File: src/rtl/calc_parser.sv
// Byte-serial ASCII expression parser that feeds the calculator ALU.
// Turns "<A><op><B>=" into binary operands, an op code and a hex/dec flag.
module calc_parser #(
  parameter int W = 16
) (
  input  logic         clk,
  input  logic         rst_n,
  input  logic [7:0]   rx_data,
  input  logic         rx_valid,
  output logic         rx_ready,
  output logic [W-1:0] a,
  output logic [W-1:0] b,
  output logic [1:0]   op,
  output logic         data_type,
  output logic         parser_done,
  output logic         parse_err
);
  localparam logic [7:0] CH_ESC   = 8'h1B;
  localparam logic [7:0] CH_SPACE = 8'h20;
  localparam logic [7:0] CH_EQ    = 8'h3D;
  localparam logic [7:0] CH_PLUS  = 8'h2B;
  localparam logic [7:0] CH_MINUS = 8'h2D;
  localparam logic [7:0] CH_MUL   = 8'h2A;
  localparam logic [7:0] CH_DIV   = 8'h2F;
  localparam logic [7:0] CH_XL    = 8'h78;
  localparam logic [7:0] CH_XU    = 8'h58;

  typedef enum logic [2:0] {IDLE, OPA, OPB, DONE, ERR} state_t;

  state_t       state_q, state_d;
  logic [W-1:0] acc_a_q, acc_a_d;
  logic [W-1:0] acc_b_q, acc_b_d;
  logic [3:0]   cnt_q, cnt_d;
  logic         hex_q, hex_d;
  logic [1:0]   opc_q, opc_d;
  logic [W-1:0] a_q, a_d;
  logic [W-1:0] b_q, b_d;
  logic [1:0]   op_q, op_d;
  logic         dt_q, dt_d;

  logic         consume;
  logic         is_dec;
  logic         is_hex_letter;
  logic         is_op;
  logic         is_x;
  logic         digit_ok;
  logic [3:0]   dig;
  logic [1:0]   op_code;
  logic [W-1:0] acc_sel;
  logic [W+3:0] acc_ext;
  logic [W+3:0] acc_next;
  logic         ovf;
  logic [3:0]   cnt_inc;

  always_comb begin
    is_dec        = (rx_data >= 8'h30) && (rx_data <= 8'h39);
    is_hex_letter = 1'b0;
    dig           = rx_data[3:0];
    // 'a'-'f' and 'A'-'F' both have low nibble 1..6, so +9 gives 10..15
    if (((rx_data >= 8'h61) && (rx_data <= 8'h66)) ||
        ((rx_data >= 8'h41) && (rx_data <= 8'h46))) begin
      is_hex_letter = 1'b1;
      dig           = rx_data[3:0] + 4'd9;
    end
    is_x    = (rx_data == CH_XL) || (rx_data == CH_XU);
    is_op   = 1'b1;
    op_code = 2'b00;
    case (rx_data)
      CH_PLUS:  op_code = 2'b00;
      CH_MINUS: op_code = 2'b01;
      CH_MUL:   op_code = 2'b10;
      CH_DIV:   op_code = 2'b11;
      default:  is_op   = 1'b0;
    endcase
    digit_ok = is_dec | (hex_q & is_hex_letter);
  end

  // Four spare bits hold the largest acc*16+15, so overflow is just the top nibble.
  assign acc_sel  = (state_q == OPB) ? acc_b_q : acc_a_q;
  assign acc_ext  = {4'b0000, acc_sel};
  assign acc_next = (hex_q ? (acc_ext << 4) : ((acc_ext << 3) + (acc_ext << 1)))
                    + {{W{1'b0}}, dig};
  assign ovf      = |acc_next[W+3:W];
  assign cnt_inc  = (cnt_q == 4'hF) ? cnt_q : cnt_q + 4'd1;
  assign consume  = rx_valid & rx_ready;

  always_ff @(posedge clk or negedge rst_n) begin
    if (!rst_n) begin
      state_q <= IDLE;
      acc_a_q <= '0;
      acc_b_q <= '0;
      cnt_q   <= '0;
      hex_q   <= 1'b0;
      opc_q   <= 2'b00;
      a_q     <= '0;
      b_q     <= '0;
      op_q    <= 2'b00;
      dt_q    <= 1'b0;
    end else begin
      state_q <= state_d;
      acc_a_q <= acc_a_d;
      acc_b_q <= acc_b_d;
      cnt_q   <= cnt_d;
      hex_q   <= hex_d;
      opc_q   <= opc_d;
      a_q     <= a_d;
      b_q     <= b_d;
      op_q    <= op_d;
      dt_q    <= dt_d;
    end
  end

  always_comb begin
    state_d = state_q;
    acc_a_d = acc_a_q;
    acc_b_d = acc_b_q;
    cnt_d   = cnt_q;
    hex_d   = hex_q;
    opc_d   = opc_q;
    a_d     = a_q;
    b_d     = b_q;
    op_d    = op_q;
    dt_d    = dt_q;
    case (state_q)
      DONE, ERR: begin
        state_d = IDLE;
        acc_a_d = '0;
        acc_b_d = '0;
        cnt_d   = '0;
      end
      default: begin
        if (consume) begin
          if (rx_data == CH_ESC) begin
            state_d = IDLE;
            acc_a_d = '0;
            acc_b_d = '0;
            cnt_d   = '0;
          end else if (rx_data != CH_SPACE) begin
            case (state_q)
              IDLE: begin
                if (is_x) begin
                  hex_d   = 1'b1;
                  acc_a_d = '0;
                  cnt_d   = '0;
                  state_d = OPA;
                end else if (is_dec) begin
                  hex_d   = 1'b0;
                  acc_a_d = {{(W-4){1'b0}}, dig};
                  cnt_d   = 4'd1;
                  state_d = OPA;
                end else begin
                  state_d = ERR;
                end
              end
              OPA: begin
                if (digit_ok) begin
                  if (ovf) begin
                    state_d = ERR;
                  end else begin
                    acc_a_d = acc_next[W-1:0];
                    cnt_d   = cnt_inc;
                  end
                end else if (is_op && (cnt_q != 4'd0)) begin
                  opc_d   = op_code;
                  acc_b_d = '0;
                  cnt_d   = '0;
                  state_d = OPB;
                end else begin
                  state_d = ERR;
                end
              end
              OPB: begin
                if (digit_ok) begin
                  if (ovf) begin
                    state_d = ERR;
                  end else begin
                    acc_b_d = acc_next[W-1:0];
                    cnt_d   = cnt_inc;
                  end
                end else if ((rx_data == CH_EQ) && (cnt_q != 4'd0) &&
                             !((opc_q == 2'b11) && (acc_b_q == '0))) begin
                  // Divide-by-zero is rejected here since the ALU has no guard.
                  a_d     = acc_a_q;
                  b_d     = acc_b_q;
                  op_d    = opc_q;
                  dt_d    = hex_q;
                  state_d = DONE;
                end else begin
                  state_d = ERR;
                end
              end
              default: state_d = IDLE;
            endcase
          end
        end
      end
    endcase
  end

  always_comb begin
    rx_ready    = (state_q == IDLE) || (state_q == OPA) || (state_q == OPB);
    parser_done = (state_q == DONE);
    parse_err   = (state_q == ERR);
  end

  assign a         = a_q;
  assign b         = b_q;
  assign op        = op_q;
  assign data_type = dt_q;

  assert property (@(posedge clk) disable iff (!rst_n) !(parser_done && parse_err));

endmodule

File: config.mk
export PLATFORM = sky130hd
export DESIGN_NAME = calc_parser
export DESIGN_NICKNAME = d
export VERILOG_FILES = /design/src/rtl/calc_parser.sv
export SDC_FILE = /design/constraint.sdc
export NUM_CORES = 1
export LEC_CHECK = 0
export CORE_ASPECT_RATIO = 0.9
export CORE_MARGIN = 2
export CORE_UTILIZATION = 36
export DETAILED_ROUTE_END_ITERATION = 10
export SLEW_MARGIN = 20
export SYNTH_ARGS = -nofsm -noshare
export SYNTH_HDL_FRONTEND = slang
export SYNTH_SLANG_ARGS = --single-unit
File: constraint.sdc
create_clock -name clk -period 7.2 [get_ports clk]
set_input_delay 1.44 -clock clk [delete_from_list [all_inputs] [get_ports clk]]
set_output_delay 1.44 -clock clk [all_outputs]
set_load 0.02 [all_outputs]
# --- After elaboration in Yosys (flattened, before gate mapping) ---
# Cells that the tools add are included.
classes:
  add_sub_neg: 4
  mul: 0
  div_mod_pow: 0
  magnitude_cmp: 6
  eq_ne: 23
  n_shift: 0
  n_mux: 48
  n_bitwise: 6
  n_reduce_logical: 31
ops:
  columns: ["op", "count"]
  rows:
  - ["2-to-1 mux 16 bit", 15]
  - ["case mux 16 bit (2 select lines)", 2]
  - ["2-to-1 mux 4 bit", 12]
  - ["== test 8 x 6 -> 1 bit, second input constant", 5]
  - ["2-to-1 mux 3 bit", 11]
  - ["inequality test 4 x 3 -> 1 bit, second input constant", 6]
  - ["AND reduction 7 bit", 3]
  - ["adder 19 x 17 -> 20 bit", 1]
  - ["adder 20 x 4 -> 20 bit", 1]
  - ["2-to-1 mux 20 bit", 1]
  - ["AND reduction 6 bit", 3]
  - ["== test 8 x 7 -> 1 bit, second input constant", 2]
  - [">= comparator 8 x 7 -> 1 bit, second input constant", 2]
  - ["<= comparator 8 x 7 -> 1 bit, second input constant", 2]
  - ["logical NOT 16 bit", 1]
  - ["case mux 4 bit (3 select lines)", 1]
  - ["nonzero test 4 bit", 3]
  - ["inequality test 5 x 4 -> 1 bit, second input constant", 2]
  - ["case mux 3 bit (3 select lines)", 1]
  - ["== test 8 x 5 -> 1 bit, second input constant", 1]
  - [">= comparator 8 x 6 -> 1 bit, second input constant", 1]
  - ["<= comparator 8 x 6 -> 1 bit, second input constant", 1]
  - ["inequality test 8 x 6 -> 1 bit, second input constant", 1]
  - ["OR reduction 4 bit", 2]
  - ["21 further kinds", 38]
word_totals:
  ff_bits: 77
  latch_bits: 0
  mem_bits_rw: 0
  romBits: 0
  output_inout_bits: 38
  wordCells: 128
  mem_count: 0

# --- Depth between registers and ports, before layout ---
depth:
  word_depth: 13
  mapped_depth: 21
  mapped_depth_nobuf: 17

# --- Least setup slack after synthesis ---
# Ideal clock, no wire load.
synth_timing:
  path_type: "input to register"
  startpoint: "input port rx_data[7]"
  endpoint: "register acc_b_q[10]"
  setup_ps: 139
  arrival_time_ps: 5234
  required_time_ps: 7061
  path_slack_ps: 1827
  cell_stages: 15
  path_buffers: 1
  path_cell_list: "or4b_1 -> a311oi_2 -> o21ai_0 -> ha_1 -> fa_1 -> a21oi_1 -> a31oi_1 -> o211ai_1 -> and4bb_1 -> and3_1 -> or3_1 -> a2111oi_0 -> o22a_2 -> buf_6 -> o22ai_1"
synth_between:
  elab_chain_len: 12
synth_lines:
  columns: ["element", "line", "rtl"]
  rows:
  - ["from (decl)", "8", "input logic [7:0] rx_data,"]
  - [">= comparator 8 x 7 -> 1 bit, or another cell as far along", "60", "if (((rx_data >= 8'h61) && (rx_data <= 8'h66)) ||"]
  - ["logical AND 1 bit, on equally long branches", "60, 61", null]
  - ["logical OR 1 bit", "60", null]
  - ["2-to-1 mux 4 bit", "60", null]
  - ["adder 20 x 4 -> 20 bit", "82", "+ {{W{1'b0}}, dig};"]
  - ["2-to-1 mux 16 bit", "174", "if (ovf) begin"]
  - ["2-to-1 mux 16 bit", "173", "if (digit_ok) begin"]
  - ["case mux 16 bit (2 select lines)", "139", "case (state_q)"]
  - ["2-to-1 mux 16 bit", "138", "end else if (rx_data != CH_SPACE) begin"]
  - ["2-to-1 mux 16 bit", "133", "if (rx_data == CH_ESC) begin"]
  - ["2-to-1 mux 16 bit", "132", "if (consume) begin"]
  - ["2-to-1 mux 16 bit", "124", "case (state_q)"]
  - ["to (signal assigned)", "91", "acc_b_q <= '0;"]
  - ["to (signal assigned)", "102", "acc_b_q <= acc_b_d;"]
  - ["to (decl)", "32", "logic [W-1:0] acc_b_q, acc_b_d;"]
# Parallel ways exist; a longest one is shown, timed or not. The select of a mux whose other input is x is not followed.
# A chain may end at the register's enable or synchronous reset.

# --- Final worst setup path ---
layout_timing:
  startpoint: "input port rx_data[0]"
  endpoint: "register acc_b_q[7]"
# The elaborated chain is that of the path after synthesis.

==> flow_metrics.env <==
export IMPL_yosys_warnings=0
export IMPL_postCtsHoldBufs=0
export IMPL_drv_cap=0
export IMPL_grt_pass1_wl_mm=25.7
export IMPL_fin_ws_ns=0.994
export IMPL_fin_crit_ns=6.21
export IMPL_ff2ff_path_depth=14
export IMPL_dpl_cell_count=842
export IMPL_crit_path_start="rx_data[0]"
export IMPL_swShare=0.355
export IMPL_hp_class="register to register"
export IMPL_synthFlopType="dfrtp_1"
export IMPL_hold_viol=0
export IMPL_rsz0062_at_grt="false"
export IMPL_syn_area_mm2=0.00567
export IMPL_ys_top_cells_by_area="dfrtp_1 34%, mux2_2 7.4%, ha_1 4.9%"
export IMPL_dieArea_mm2=0.0168
export IMPL_intPower_mw=0.827
export IMPL_max_stage_delay_ns=0.87
export IMPL_finalSetupViolCount=0
export IMPL_crit_path_top_delay_cell="o211ai_1"
export IMPL_numPortBuffers=48
export IMPL_critical_path_max_fanout=11
export IMPL_pre_cts_ws_ns=0.698
export IMPL_multi_input_area_mm2=0.00341
export IMPL_n_fill_cell=1548
export IMPL_critPathMostFrequentCell="ha_1"
export IMPL_crit_arrival_ns=6.40
export IMPL_synth_distinct_cells=82
export IMPL_clock_path_buffers=2
export IMPL_first_global_vias=4908
export IMPL_cp_end_kind="register"
export IMPL_netSwitchingPower_mw=0.454
export IMPL_worst_clock_skew_ns=0.00915
export IMPL_synth_xor_area_frac=0.0464
export IMPL_final_area_mm2=0.00655
export IMPL_wl_mm=15.7
export IMPL_layout_commonest_cell="dfrtp_1"
export IMPL_clk_pin_slew_ns=0.06
export IMPL_layout_common_cells="77 x dfrtp_1, 52 x nand2_1, 47 x clkdlybuf4s50_1"
export IMPL_regToRegSetupSlack_ns=1.09
export IMPL_hpwl_mm=11.5
export IMPL_cts_tree="yes"
export IMPL_r2r_start="state_q[1]"
export IMPL_antenna_found_initial=0
export IMPL_ys_ff_latch=77
export IMPL_max_freq_mhz=161
export IMPL_critPathBufInv=3
export IMPL_synthMuxAreaShare=0.119
export IMPL_cts_root_buf="clkbuf_16"
export IMPL_dpl_cell_area_mm2=0.00628
export IMPL_cp_required_ns=7.39
export IMPL_syn_area_per_cell_um2=9.17
export IMPL_drive_gt1_frac=0.134
export IMPL_seq_area_frac_synth=0.340
export IMPL_grt_max_degree=78
export IMPL_drc_errors=0
export IMPL_power_frac_clock=0.330
export IMPL_synth_area_leader_cell="dfrtp_1"
export IMPL_synth_cells=618
export IMPL_cp_depth=18
export IMPL_synth_compound_area_frac=0.217
export IMPL_slew_headroom=0.290
export IMPL_wl_per_cell_um=18.3
export IMPL_power_total_mw=1.28
export IMPL_dr_total_vias=4881
export IMPL_postCtsSetupBuffers=0
export IMPL_ant_nets=0
export IMPL_core_area_mm2=0.0154
export IMPL_first_iter_violations=436
export IMPL_area_growth_pct=15.5
export IMPL_slew_viol_final=0
export IMPL_async_flop_share=1.00
export IMPL_cts_resized=0
export IMPL_die_y_um=123
export IMPL_yosys_area_share_simple=0.162
export IMPL_peakVddDrop_uv=137
export IMPL_track_usage=0.196
export IMPL_fin_crit_sh=0.862
export IMPL_first_pass_iters=5
export IMPL_rows=43
export IMPL_clk_insertion_delay_late_ns=0.35
export IMPL_synth_edf_count=0
export IMPL_fin_nets=686
export IMPL_rr_endpoint="acc_b_q[7]"
export IMPL_gp_congestion=0.852
export IMPL_htree_levels=3
export IMPL_synth_fa_ha_area_frac=0.0574
export IMPL_synth_fp_nets=653
export IMPL_io_pins=49
export IMPL_crit_end="acc_b_q[7]"
export IMPL_seq_power_share=0.367
export IMPL_synth_top_area_frac=0.340
export IMPL_p_leak_nw=2.83
export IMPL_synth_top_family_by_area="compound AO/OA/AOI/OAI gates"
export IMPL_grt_overflow_total=0
export IMPL_seqCellArea_mm2=0.00193
export IMPL_path_class="input port to register"
export IMPL_status="completed"
export IMPL_fp_dieW_um=136
export IMPL_powerDensity_mw_per_mm2=196
export IMPL_final_setup_tns_ns=0
export IMPL_crit_family="compound AO/OA/AOI/OAI gates"
export IMPL_stdcell_count=858
export IMPL_worst_pin_slew_ns=1.06
export IMPL_pwr_share_comb=0.302
export IMPL_start_util=0.368
export IMPL_path_cells="clkdlybuf4s50_1 -> inv_1 -> ha_1 -> nor3b_1 -> a311oi_2 -> buf_4 -> nand2_1 -> xnor2_1 -> ha_1 -> a21o_1 -> a21oi_1 -> a31oi_1 -> and4bb_1 -> nand4_1 -> or3_1 -> and3_1 -> o211ai_1 -> o22ai_1"
export IMPL_numCtsBuffers=9
export IMPL_n_antenna_cell=0
export IMPL_vias_per_cell=5.69
export IMPL_cp_start_kind="input port"
export IMPL_clock_sinks=77
==> worst reg2reg max path: stages (launching register included) <==
cell      delay [ns]
dfrtp_1         0.60
or3b_1          0.73
mux2i_2         0.51
inv_1           0.12
fa_1            0.48
nand2b_1        0.18
a211oi_1        0.39
o22ai_1         0.24
a211oi_1        0.46
nor3_1          0.09
o31a_1          0.29
or3_1           0.49
and3_1          0.30
o211ai_1        0.87
o22ai_1         0.20
==> cell type report <==
cell class	instances	share of cell area
clock inverters	7	0.00650
repair buffers	52	0.0782
well taps	202	0.0386
flip-flops and latches	77	0.294
clock buffers	9	0.0344
multi-input cells	464	0.521
inverters	47	0.0269
==> cells by family after synthesis <==
group	after synthesis
adder cells (fa/ha/maj)	25
multiplexers	59
AO/OA/AOI/OAI	167
flip-flops	77
buffers and inverters	77
AND/OR/NAND/NOR	183
XOR/XNOR	30
==> per-stage QoR <==
| stage | util | hold slack [ns] |
|---|---|---|
| floorplan | - | 0.452 |
| global placement | 0.408 | 0.495 |
| detailed placement | 0.408 | 0.495 |
| CTS | 0.425 | 0.508 |
| global route | 0.426 | 0.514 |
| finish | 0.426 | 0.502 |
==> worst min-delay path by stage <==
stage | from | endpoint | slack, ns | cells past startpoint
after floorplan | opc_q[0] | opc_q[0] | 0.45 | 2
after global placement | b[5] | b[5] | 0.49 | 1
after detailed placement | b[10] | b[10] | 0.50 | 1
after CTS | b[10] | b[10] | 0.51 | 1
after global routing | b[10] | b[10] | 0.51 | 1
final | a[4] | a[4] | 0.50 | 1
==> per-layer routing <==
| metal | GRT usage | wire length [µm] | vias up |
|---|---|---|---|
| met5 | 0 | 0 | - |
| met1 | 0.266 | 7220 | 2371 |
| met3 | 0.0328 | 921 | 23 |
| met4 | 0.0736 | 269 | 0 |
| met2 | 0.316 | 7270 | 161 |
| li1 | - | - | 2326 |
==> state kept, by name (all words and copies together), names as in the netlist <==
name	flops
a	16
acc_a_q	16
acc_b_q	16
b	16
cnt_q	4
state_q	3
op	2
opc_q	2
data_type	1
hex_q	1
==> power by group through the flow <==
stage | Combinational (mW) | Sequential [mW] | Clock (mW)
5_1_grt | 0.435 | 0.473 | 0.444
6_report | 0.387 | 0.471 | 0.423
3_3_place_gp | 0.376 | 0.477 | 0
2_1_floorplan | 0.293 | 0.469 | 0
4_1_cts | 0.384 | 0.470 | 0.430
3_5_place_dp | 0.380 | 0.478 | 0
==> synth_stat cells, types with 7 or more instances <==
master,count
mux2i_1,13
inv_1,45
nor2b_1,8
mux2_2,37
clkbuf_1,19
nand3_1,15
nor3_1,15
o21ai_0,27
a32o_1,7
nand2_1,52
ha_1,22
xnor2_1,20
o22ai_1,16
nand4_1,8
a21oi_1,32
xor2_1,10
nor2_1,45
dfrtp_1,77
o211ai_1,8
Power figures use the tool's default switching activity.
